--- config.mk ---
export PLATFORM = sky130hd
export DESIGN_NAME = mem_bus_arbiter_flat
export DESIGN_NICKNAME = d
export VERILOG_FILES = /design/src/rtl/mem_bus_arbiter_if.sv /design/src/rtl/mem_bus_arbiter.sv /design/src/flat_wrapper.sv
export SDC_FILE = /design/constraint.sdc
export NUM_CORES = 1
export LEC_CHECK = 0
export BUFFER_PORTS_ARGS = -buffer_cell sky130_fd_sc_hd__buf_2
export CAP_MARGIN = 30
export CORE_ASPECT_RATIO = 1.4
export CORE_MARGIN = 5
export CORE_UTILIZATION = 35
export CTS_BUF_LIST = sky130_fd_sc_hd__clkbuf_8 sky130_fd_sc_hd__clkbuf_16
export DETAILED_ROUTE_END_ITERATION = 6
export GPL_ROUTABILITY_DRIVEN = 0
export PLACE_DENSITY_LB_ADDON = 0.2
export SLEW_MARGIN = 20
export SYNTH_ARGS = -nofsm -noshare
export SYNTH_HDL_FRONTEND = slang
export SYNTH_SLANG_ARGS = --single-unit
--- constraint.sdc ---
create_clock -name clk -period 1.9 [get_ports clk]
set_input_delay 0.475 -clock clk [delete_from_list [all_inputs] [get_ports clk]]
set_output_delay 0.475 -clock clk [all_outputs]
set_load 0.02 [all_outputs]
--- src/rtl/mem_bus_arbiter_if.sv ---
// Bus bundle between two masters, the arbiter and a single memory slave.
//   m0_* / m1_* : master request (req/we/addr/wdata) and ack back
//   m_rdata_o / m_err_o : shared response, valid only with an ack
//   s_*         : slave access strobe, write enable, address, data, ack, rdata
//   hold_flag_o : CPU (m1) stall
// Modports:
//   slave  - the arbiter's view (it serves the masters' requests)
//   master - the environment's view (masters plus the memory model)
interface mem_bus_arbiter_if #(
  parameter int ADDR_W = 32,
  parameter int DATA_W = 32
);
  logic              m0_req_i;
  logic              m0_we_i;
  logic [ADDR_W-1:0] m0_addr_i;
  logic [DATA_W-1:0] m0_wdata_i;
  logic              m1_req_i;
  logic              m1_we_i;
  logic [ADDR_W-1:0] m1_addr_i;
  logic [DATA_W-1:0] m1_wdata_i;
  logic              m0_ack_o;
  logic              m1_ack_o;
  logic [DATA_W-1:0] m_rdata_o;
  logic              m_err_o;
  logic              s_req_o;
  logic              s_we_o;
  logic [ADDR_W-1:0] s_addr_o;
  logic [DATA_W-1:0] s_wdata_o;
  logic              s_ack_i;
  logic [DATA_W-1:0] s_rdata_i;
  logic              hold_flag_o;

  modport slave (
    input  m0_req_i, m0_we_i, m0_addr_i, m0_wdata_i,
    input  m1_req_i, m1_we_i, m1_addr_i, m1_wdata_i,
    output m0_ack_o, m1_ack_o, m_rdata_o, m_err_o,
    output s_req_o, s_we_o, s_addr_o, s_wdata_o,
    input  s_ack_i, s_rdata_i,
    output hold_flag_o
  );

  modport master (
    output m0_req_i, m0_we_i, m0_addr_i, m0_wdata_i,
    output m1_req_i, m1_we_i, m1_addr_i, m1_wdata_i,
    input  m0_ack_o, m1_ack_o, m_rdata_o, m_err_o,
    input  s_req_o, s_we_o, s_addr_o, s_wdata_o,
    output s_ack_i, s_rdata_i,
    input  hold_flag_o
  );
endinterface

--- src/rtl/mem_bus_arbiter.sv ---
// Two-master round-robin arbiter in front of one memory slave, with a slave
// wait timeout that returns an error response.
// Ports:
//   clk  - rising-edge clock
//   rst  - synchronous active-high reset
//   bus  - mem_bus_arbiter_if.slave (master requests/acks, slave access, hold)
// The interface instance must be built with the same ADDR_W/DATA_W.
module mem_bus_arbiter #(
  parameter int ADDR_W  = 32,
  parameter int DATA_W  = 32,
  parameter int TIMEOUT = 16
) (
  input logic               clk,
  input logic               rst,
  mem_bus_arbiter_if.slave  bus
);
  localparam int CNT_W = (TIMEOUT > 1) ? $clog2(TIMEOUT) : 1;

  typedef enum logic [1:0] {IDLE, ACCESS, RESP} state_t;

  typedef struct packed {
    logic              we;
    logic [ADDR_W-1:0] addr;
    logic [DATA_W-1:0] wdata;
  } req_t;

  state_t            state_q, state_d;
  logic              grant_q, grant_d;  // 0 = m0, 1 = m1
  logic              last_q,  last_d;
  req_t              req_q,   req_d;
  logic [CNT_W-1:0]  cnt_q,   cnt_d;
  logic [DATA_W-1:0] rdata_q, rdata_d;
  logic              err_q,   err_d;
  logic              win;

  // m1 wins when it is alone, or on a tie when m0 was granted last.
  assign win = bus.m1_req_i & (~bus.m0_req_i | ~last_q);

  always_ff @(posedge clk) begin
    if (rst) begin
      state_q <= IDLE;
      grant_q <= 1'b0;
      last_q  <= 1'b1;  // pretend m1 went last so m0 takes the first tie
      req_q   <= '0;
      cnt_q   <= '0;
      rdata_q <= '0;
      err_q   <= 1'b0;
    end else begin
      state_q <= state_d;
      grant_q <= grant_d;
      last_q  <= last_d;
      req_q   <= req_d;
      cnt_q   <= cnt_d;
      rdata_q <= rdata_d;
      err_q   <= err_d;
    end
  end

  always_comb begin
    state_d = state_q;
    grant_d = grant_q;
    last_d  = last_q;
    req_d   = req_q;
    cnt_d   = cnt_q;
    rdata_d = rdata_q;
    err_d   = err_q;
    case (state_q)
      IDLE: begin
        if (bus.m0_req_i || bus.m1_req_i) begin
          state_d = ACCESS;
          grant_d = win;
          last_d  = win;
          cnt_d   = '0;
          req_d   = win ? '{bus.m1_we_i, bus.m1_addr_i, bus.m1_wdata_i}
                        : '{bus.m0_we_i, bus.m0_addr_i, bus.m0_wdata_i};
        end
      end
      ACCESS: begin
        // A slave ack on the timeout cycle still counts as a good response.
        if (bus.s_ack_i) begin
          state_d = RESP;
          rdata_d = bus.s_rdata_i;
          err_d   = 1'b0;
        end else if (cnt_q == CNT_W'(TIMEOUT - 1)) begin
          state_d = RESP;
          rdata_d = '0;
          err_d   = 1'b1;
        end else begin
          cnt_d = cnt_q + CNT_W'(1);
        end
      end
      RESP:    state_d = IDLE;
      default: state_d = IDLE;
    endcase
  end

  // s_we/addr/wdata keep the last access after it completes; they only
  // matter while s_req_o is high.
  assign bus.s_req_o     = (state_q == ACCESS);
  assign bus.s_we_o      = req_q.we;
  assign bus.s_addr_o    = req_q.addr;
  assign bus.s_wdata_o   = req_q.wdata;
  assign bus.m0_ack_o    = (state_q == RESP) & ~grant_q;
  assign bus.m1_ack_o    = (state_q == RESP) &  grant_q;
  assign bus.m_rdata_o   = (state_q == RESP) ? rdata_q : '0;
  assign bus.m_err_o     = (state_q == RESP) & err_q;
  assign bus.hold_flag_o = bus.m1_req_i & ~bus.m1_ack_o;
endmodule

--- src/flat_wrapper.sv ---
// flat-port wrapper written by rule: the top's interface ports become plain ports
module mem_bus_arbiter_flat 
#(
  parameter int ADDR_W  = 32,
  parameter int DATA_W  = 32,
  parameter int TIMEOUT = 16
)
  (clk, rst, bus_m0_req_i, bus_m0_we_i, bus_m0_addr_i, bus_m0_wdata_i, bus_m1_req_i, bus_m1_we_i, bus_m1_addr_i, bus_m1_wdata_i, bus_m0_ack_o, bus_m1_ack_o, bus_m_rdata_o, bus_m_err_o, bus_s_req_o, bus_s_we_o, bus_s_addr_o, bus_s_wdata_o, bus_s_ack_i, bus_s_rdata_i, bus_hold_flag_o);
  mem_bus_arbiter_if #(.ADDR_W(ADDR_W), .DATA_W(DATA_W)) bus_i ();
  input logic clk;
  input logic rst;
  input wire logic [$bits(bus_i.m0_req_i)-1:0] bus_m0_req_i;
  input wire logic [$bits(bus_i.m0_we_i)-1:0] bus_m0_we_i;
  input wire logic [$bits(bus_i.m0_addr_i)-1:0] bus_m0_addr_i;
  input wire logic [$bits(bus_i.m0_wdata_i)-1:0] bus_m0_wdata_i;
  input wire logic [$bits(bus_i.m1_req_i)-1:0] bus_m1_req_i;
  input wire logic [$bits(bus_i.m1_we_i)-1:0] bus_m1_we_i;
  input wire logic [$bits(bus_i.m1_addr_i)-1:0] bus_m1_addr_i;
  input wire logic [$bits(bus_i.m1_wdata_i)-1:0] bus_m1_wdata_i;
  output wire logic [$bits(bus_i.m0_ack_o)-1:0] bus_m0_ack_o;
  output wire logic [$bits(bus_i.m1_ack_o)-1:0] bus_m1_ack_o;
  output wire logic [$bits(bus_i.m_rdata_o)-1:0] bus_m_rdata_o;
  output wire logic [$bits(bus_i.m_err_o)-1:0] bus_m_err_o;
  output wire logic [$bits(bus_i.s_req_o)-1:0] bus_s_req_o;
  output wire logic [$bits(bus_i.s_we_o)-1:0] bus_s_we_o;
  output wire logic [$bits(bus_i.s_addr_o)-1:0] bus_s_addr_o;
  output wire logic [$bits(bus_i.s_wdata_o)-1:0] bus_s_wdata_o;
  input wire logic [$bits(bus_i.s_ack_i)-1:0] bus_s_ack_i;
  input wire logic [$bits(bus_i.s_rdata_i)-1:0] bus_s_rdata_i;
  output wire logic [$bits(bus_i.hold_flag_o)-1:0] bus_hold_flag_o;
  assign bus_i.m0_req_i = bus_m0_req_i;
  assign bus_i.m0_we_i = bus_m0_we_i;
  assign bus_i.m0_addr_i = bus_m0_addr_i;
  assign bus_i.m0_wdata_i = bus_m0_wdata_i;
  assign bus_i.m1_req_i = bus_m1_req_i;
  assign bus_i.m1_we_i = bus_m1_we_i;
  assign bus_i.m1_addr_i = bus_m1_addr_i;
  assign bus_i.m1_wdata_i = bus_m1_wdata_i;
  assign bus_m0_ack_o = bus_i.m0_ack_o;
  assign bus_m1_ack_o = bus_i.m1_ack_o;
  assign bus_m_rdata_o = bus_i.m_rdata_o;
  assign bus_m_err_o = bus_i.m_err_o;
  assign bus_s_req_o = bus_i.s_req_o;
  assign bus_s_we_o = bus_i.s_we_o;
  assign bus_s_addr_o = bus_i.s_addr_o;
  assign bus_s_wdata_o = bus_i.s_wdata_o;
  assign bus_i.s_ack_i = bus_s_ack_i;
  assign bus_i.s_rdata_i = bus_s_rdata_i;
  assign bus_hold_flag_o = bus_i.hold_flag_o;
  mem_bus_arbiter #(.ADDR_W(ADDR_W), .DATA_W(DATA_W), .TIMEOUT(TIMEOUT)) u_core (.clk(clk), .rst(rst), .bus(bus_i));
endmodule
* Word level (Yosys, flattened, before mapping)
Cells that the tools add are included.
** Storage, ports and cells
- Register bits after elaboration :: 106
** Cells by class
- Bitwise logic cells :: 10
- $add $sub $neg :: 1
- Equal/unequal tests :: 7
- Reductions and logical operators :: 8
- Multiplexer cells :: 14
** Operators by type and width (number)
- $mux 32 :: 3
- $mux 65 :: 1
- $mux 4 :: 3
- $pmux 4 s2 :: 1
- $mux 2 :: 3
- $reduce_and 2->1 :: 3
- $and 1x1->1 :: 5
- $add 4x1->4 const B :: 1
- $eq 4x4->1 const B :: 1
- $ne 2x2->1 const B :: 2
- $not 1->1 :: 4
- $pmux 2 s2 :: 1
- $reduce_and 4->1 :: 1
- $reduce_bool 2->1 :: 2
- $ne 3x1->1 const B :: 1
- $eq 2x1->1 const B :: 1
- $eq 2x2->1 const B :: 1
- $logic_not 2->1 :: 1
- $mux 1 :: 2
- $ne 2x1->1 const B :: 1
- $logic_or 1x1->1 :: 1
- $or 1x1->1 :: 1

* Logic depth before layout (Yosys ltp)
- Depth after elaboration :: 4
- Gate-level depth with buffers :: 6

* Worst setup path before layout
OpenSTA, ideal clock, no wires.
- Kind :: reg2out
- Start point :: register u_core.state_q[1]
- End point :: output port bus_m_rdata_o[10]
- Stages on the path, launching flop included :: 4
- Setup slack :: 0.283 ns
- Required time :: 1.425 ns
- Data arrival time :: 1.142 ns
- Path through :: dfxtp_1 > nor2b_1 > clkbuf_1 > and2_1
** Between the ends
- Longest elaborated chain between the ends :: 2
** Ends and longest elaborated chain
- from (decl) :: line mem_bus_arbiter.sv:27 : state_t state_q, state_d;
- from (signal assigned) :: line mem_bus_arbiter.sv:49 : state_q <= state_d;
- $eq 2x2->1 :: line mem_bus_arbiter.sv:105 : assign bus.m_rdata_o = (state_q == RESP) ? rdata_q : '0;
- $mux 32 :: line mem_bus_arbiter.sv:105
- to (decl) :: line flat_wrapper.sv:22 : output wire logic [$bits(bus_i.m_rdata_o)-1:0] bus_m_rdata_o;
Every way passes these cells.

* Worst setup path after layout
- Start point :: register u_core.state_q[0]
- End point :: output port bus_m_rdata_o[3]
The elaborated chain is that of the path after synthesis.

==> impl_metrics.toml <==
[run_status]
status = "finished, final reports clean"

[finish]
seqCellArea_sq_um = 2120
final_nets = 879
insertedDiodeCount = 0
drive_gt1_frac = 0.463
postLayoutCoreUtil = 0.495
multi_input_area_sq_um = 2370
fillers = 1320
area_delta_synth_final_pct = 39.2

[global_route]
gr-usage-all-layers = 0.176
grt_pass1_wl_microns = 22800
grt_pass1_vias = 4745
grt_max_degree = 68
globalRouteOverflowTotal = 0
antenna_found_initial = 0

[sta]
slew_viol_final = 0
hold_viol = 0
skew_ns = 0.00778
setup_viol = 0
worst_slack_ns = 0.0692
finalSetupTns_ns = 0
period_minus_slack_ns = 1.83
fin_crit_sh = 0.964
fmax_mhz = 546
whs_ns = 0.348
slew_headroom = 0.633
worstMarginPinSlew_ns = 0.551
rsz0062_at_grt = "false"

[synth]
synth-compound-area-share = 0.277
avgSynthCellArea_sq_um = 10.3
synth_area_leader_cell = "dfxtp_1"
synthTopCellsByArea = "dfxtp_1 45%, mux2i_1 14%, a21oi_1 7.5%"
synthMuxAreaShare = 0.137
synthFlopType = "dfxtp_1"
yosysWarnings = 0
synth_top_area_share = 0.448
netlist_area_sq_um = 4740
ys_seq_elements = 106
postSynth.asyncResetShare = 0
synth_commonest_cells = "106 x dfxtp_1, 71 x a21oi_1, 65 x mux2i_1, 47 x a211oi_1, 34 x and2_1"
synth_edf_count = 0
syn_nets = 629
ys_seq_area_frac = 0.448
synth_xor_area_frac = 0
yosysMostFrequentCell = "dfxtp_1"
synth_top_family_by_area = "compound AO/OA/AOI/OAI gates"
synth_cell_types = 33
synth_cells = 461
yosys.area_share.simple = 0.0769
yosys.area_share.adder = 0.00264

[setup_path]
r2r_cells = 5
endpoint_kind = "primary output"
path_max_fanout = 33
start_kind = "register"
timing.rr.start = "u_core.state_q[1]"
critical_path_class = "register to primary output"
reg2reg_to = "u_core.bus.s_addr_o[28]"
crit_required_ns = 1.42
critical_path.endpoint = "bus_m_rdata_o[3]"
critPathArrivalTime_ns = 1.36
r2r_setup_slack_ns = 0.26
crit_start = "u_core.state_q[0]"

[power_and_ir_drop]
p_switching_w = 0.00172
p_seq_frac = 0.450
power_w = 0.00564
p_clk_frac = 0.311
p_int_w = 0.00392
power_density_nw_per_um2 = 855
worst_ir_drop_vdd_mv = 0.383
p_comb_frac = 0.239
swShare = 0.304
leakage_nw = 3.08

[clock_network]
clk_pin_slew_ns = 0.07
holdBufCountCts = 0
cts_buffer_depth = 2
cts_buffers = 9
htree_levels = 3
cts_setup_buffers = 0
root_buffer = "clkbuf_16"
cts_tree = "yes"
insertion_delay_ns = 0.34
clock_sinks = 106

[detailed_routing]
route.detailed.drc = 0
drt-vias-per-instance = 5.12
dr.pass1.iters = 4
via_count = 4594
routedWlPerCell_microns = 16.2
drt_iter0_drc = 182
drt_wl_total_microns = 14600
drtAntennaViolNets = 0

[placed_design]
hpwl_microns = 10800
pre_cts_ws_ns = 0.126
port_buffers = 268

[floorplanning]
io_pins = 269
initial_core_util = 0.355
coreArea_sq_um = 13300
die_h_microns = 148
die_w_microns = 108
die_area_sq_um = 16000
rows = 50

[min_path]
hold_class = "input port to register"

[flow_run]
cap_viol_max_count = 0
==> layout by cell type, fill, tap and decap left out, types with 4 or more instances in the layout <==
master and instances:
buf_2 265, dfxtp_1 105, a21oi_1 70, mux2i_1 65
a211oi_1 47, and2_1 34, a22o_1 32, a211oi_2 19
buf_4 16, clkbuf_16 9, buf_12 7, nand3_1 4
o221ai_1 4
==> worst max-delay path, cell delays in order, from the launching register on <==
cell and delay, ns:
dfxtp_2 0.37, nor2b_4 0.15, buf_12 0.17, and2_1 0.15, buf_2 0.16
==> metal layers <==
layer / wire [microns] / track usage / vias up / share of wire
li1: - / - / 2220 / -
met1: 5750 / 0.198 / 2113 / 0.39
met2: 7080 / 0.308 / 230 / 0.49
met3: 1310 / 0.0467 / 31 / 0.090
met4: 421 / 0.0828 / 0 / 0.029
met5: 0 / 0 / - / 0
==> stage by stage <==
step	instances	area [sq um]
after detailed placement	882	6300
after CTS	897	6580
final	897	6590
after global routing	897	6590
after global placement	882	6300
after floorplan	461	4740
==> how the worst min path moves through the flow <==
| stage | start | endpoint | slack [ns] | depth (start not counted) |
|---|---|---|---|---|
| CTS | bus_s_rdata_i[23] | u_core.rdata_q[23] | 0.33 | 2 |
| finish | bus_s_rdata_i[23] | u_core.rdata_q[23] | 0.35 | 2 |
| floorplan | u_core.rdata_q[0] | u_core.rdata_q[0] | 0.43 | 1 |
| global route | bus_s_rdata_i[18] | u_core.rdata_q[18] | 0.33 | 2 |
| global placement | u_core.rdata_q[1] | u_core.rdata_q[1] | 0.45 | 1 |
| detailed placement | u_core.rdata_q[28] | u_core.rdata_q[28] | 0.45 | 1 |
==> cells by family after synthesis <==
family,after synthesis
AOI/OAI and AO/OA,180
DFF,106
muxes,65
and+or+nand+nor,60
buffers and inverters,49
adders and majority gates,1
==> state kept, by name, summed over array words and instances (netlist names) <==
register / count
u_core.bus.s_addr_o: 32
u_core.bus.s_wdata_o: 32
u_core.rdata_q: 32
u_core.cnt_q: 4
u_core.state_q: 2
u_core.bus.s_we_o: 1
u_core.err_q: 1
u_core.grant_q: 1
u_core.last_q: 1
==> final cells by class <==
class / instances / share of cell area
repair buffers: 288 / 0.241
multi-input cells: 306 / 0.360
clock buffers: 10 / 0.0363
well taps: 182 / 0.0345
clock inverters: 5 / 0.00607
flip-flops and latches: 106 / 0.322
==> power by group through the flow <==
stage	Clock, W	Sequential (W)	Combinational (W)
finish	0.00175	0.00254	0.00135
CTS	0.00182	0.00254	0.00136
global placement	0	0.00258	0.00134
detailed placement	0	0.00258	0.00136
floorplan	0	0.00277	0.000640
global route	0.00190	0.00256	0.00146
==> repair_timing <==
item	CTS	global route
gates resized for setup	1	4
setup endpoints to repair	29	33
gates cloned	0	0
(Power assumes the default switching activity.)
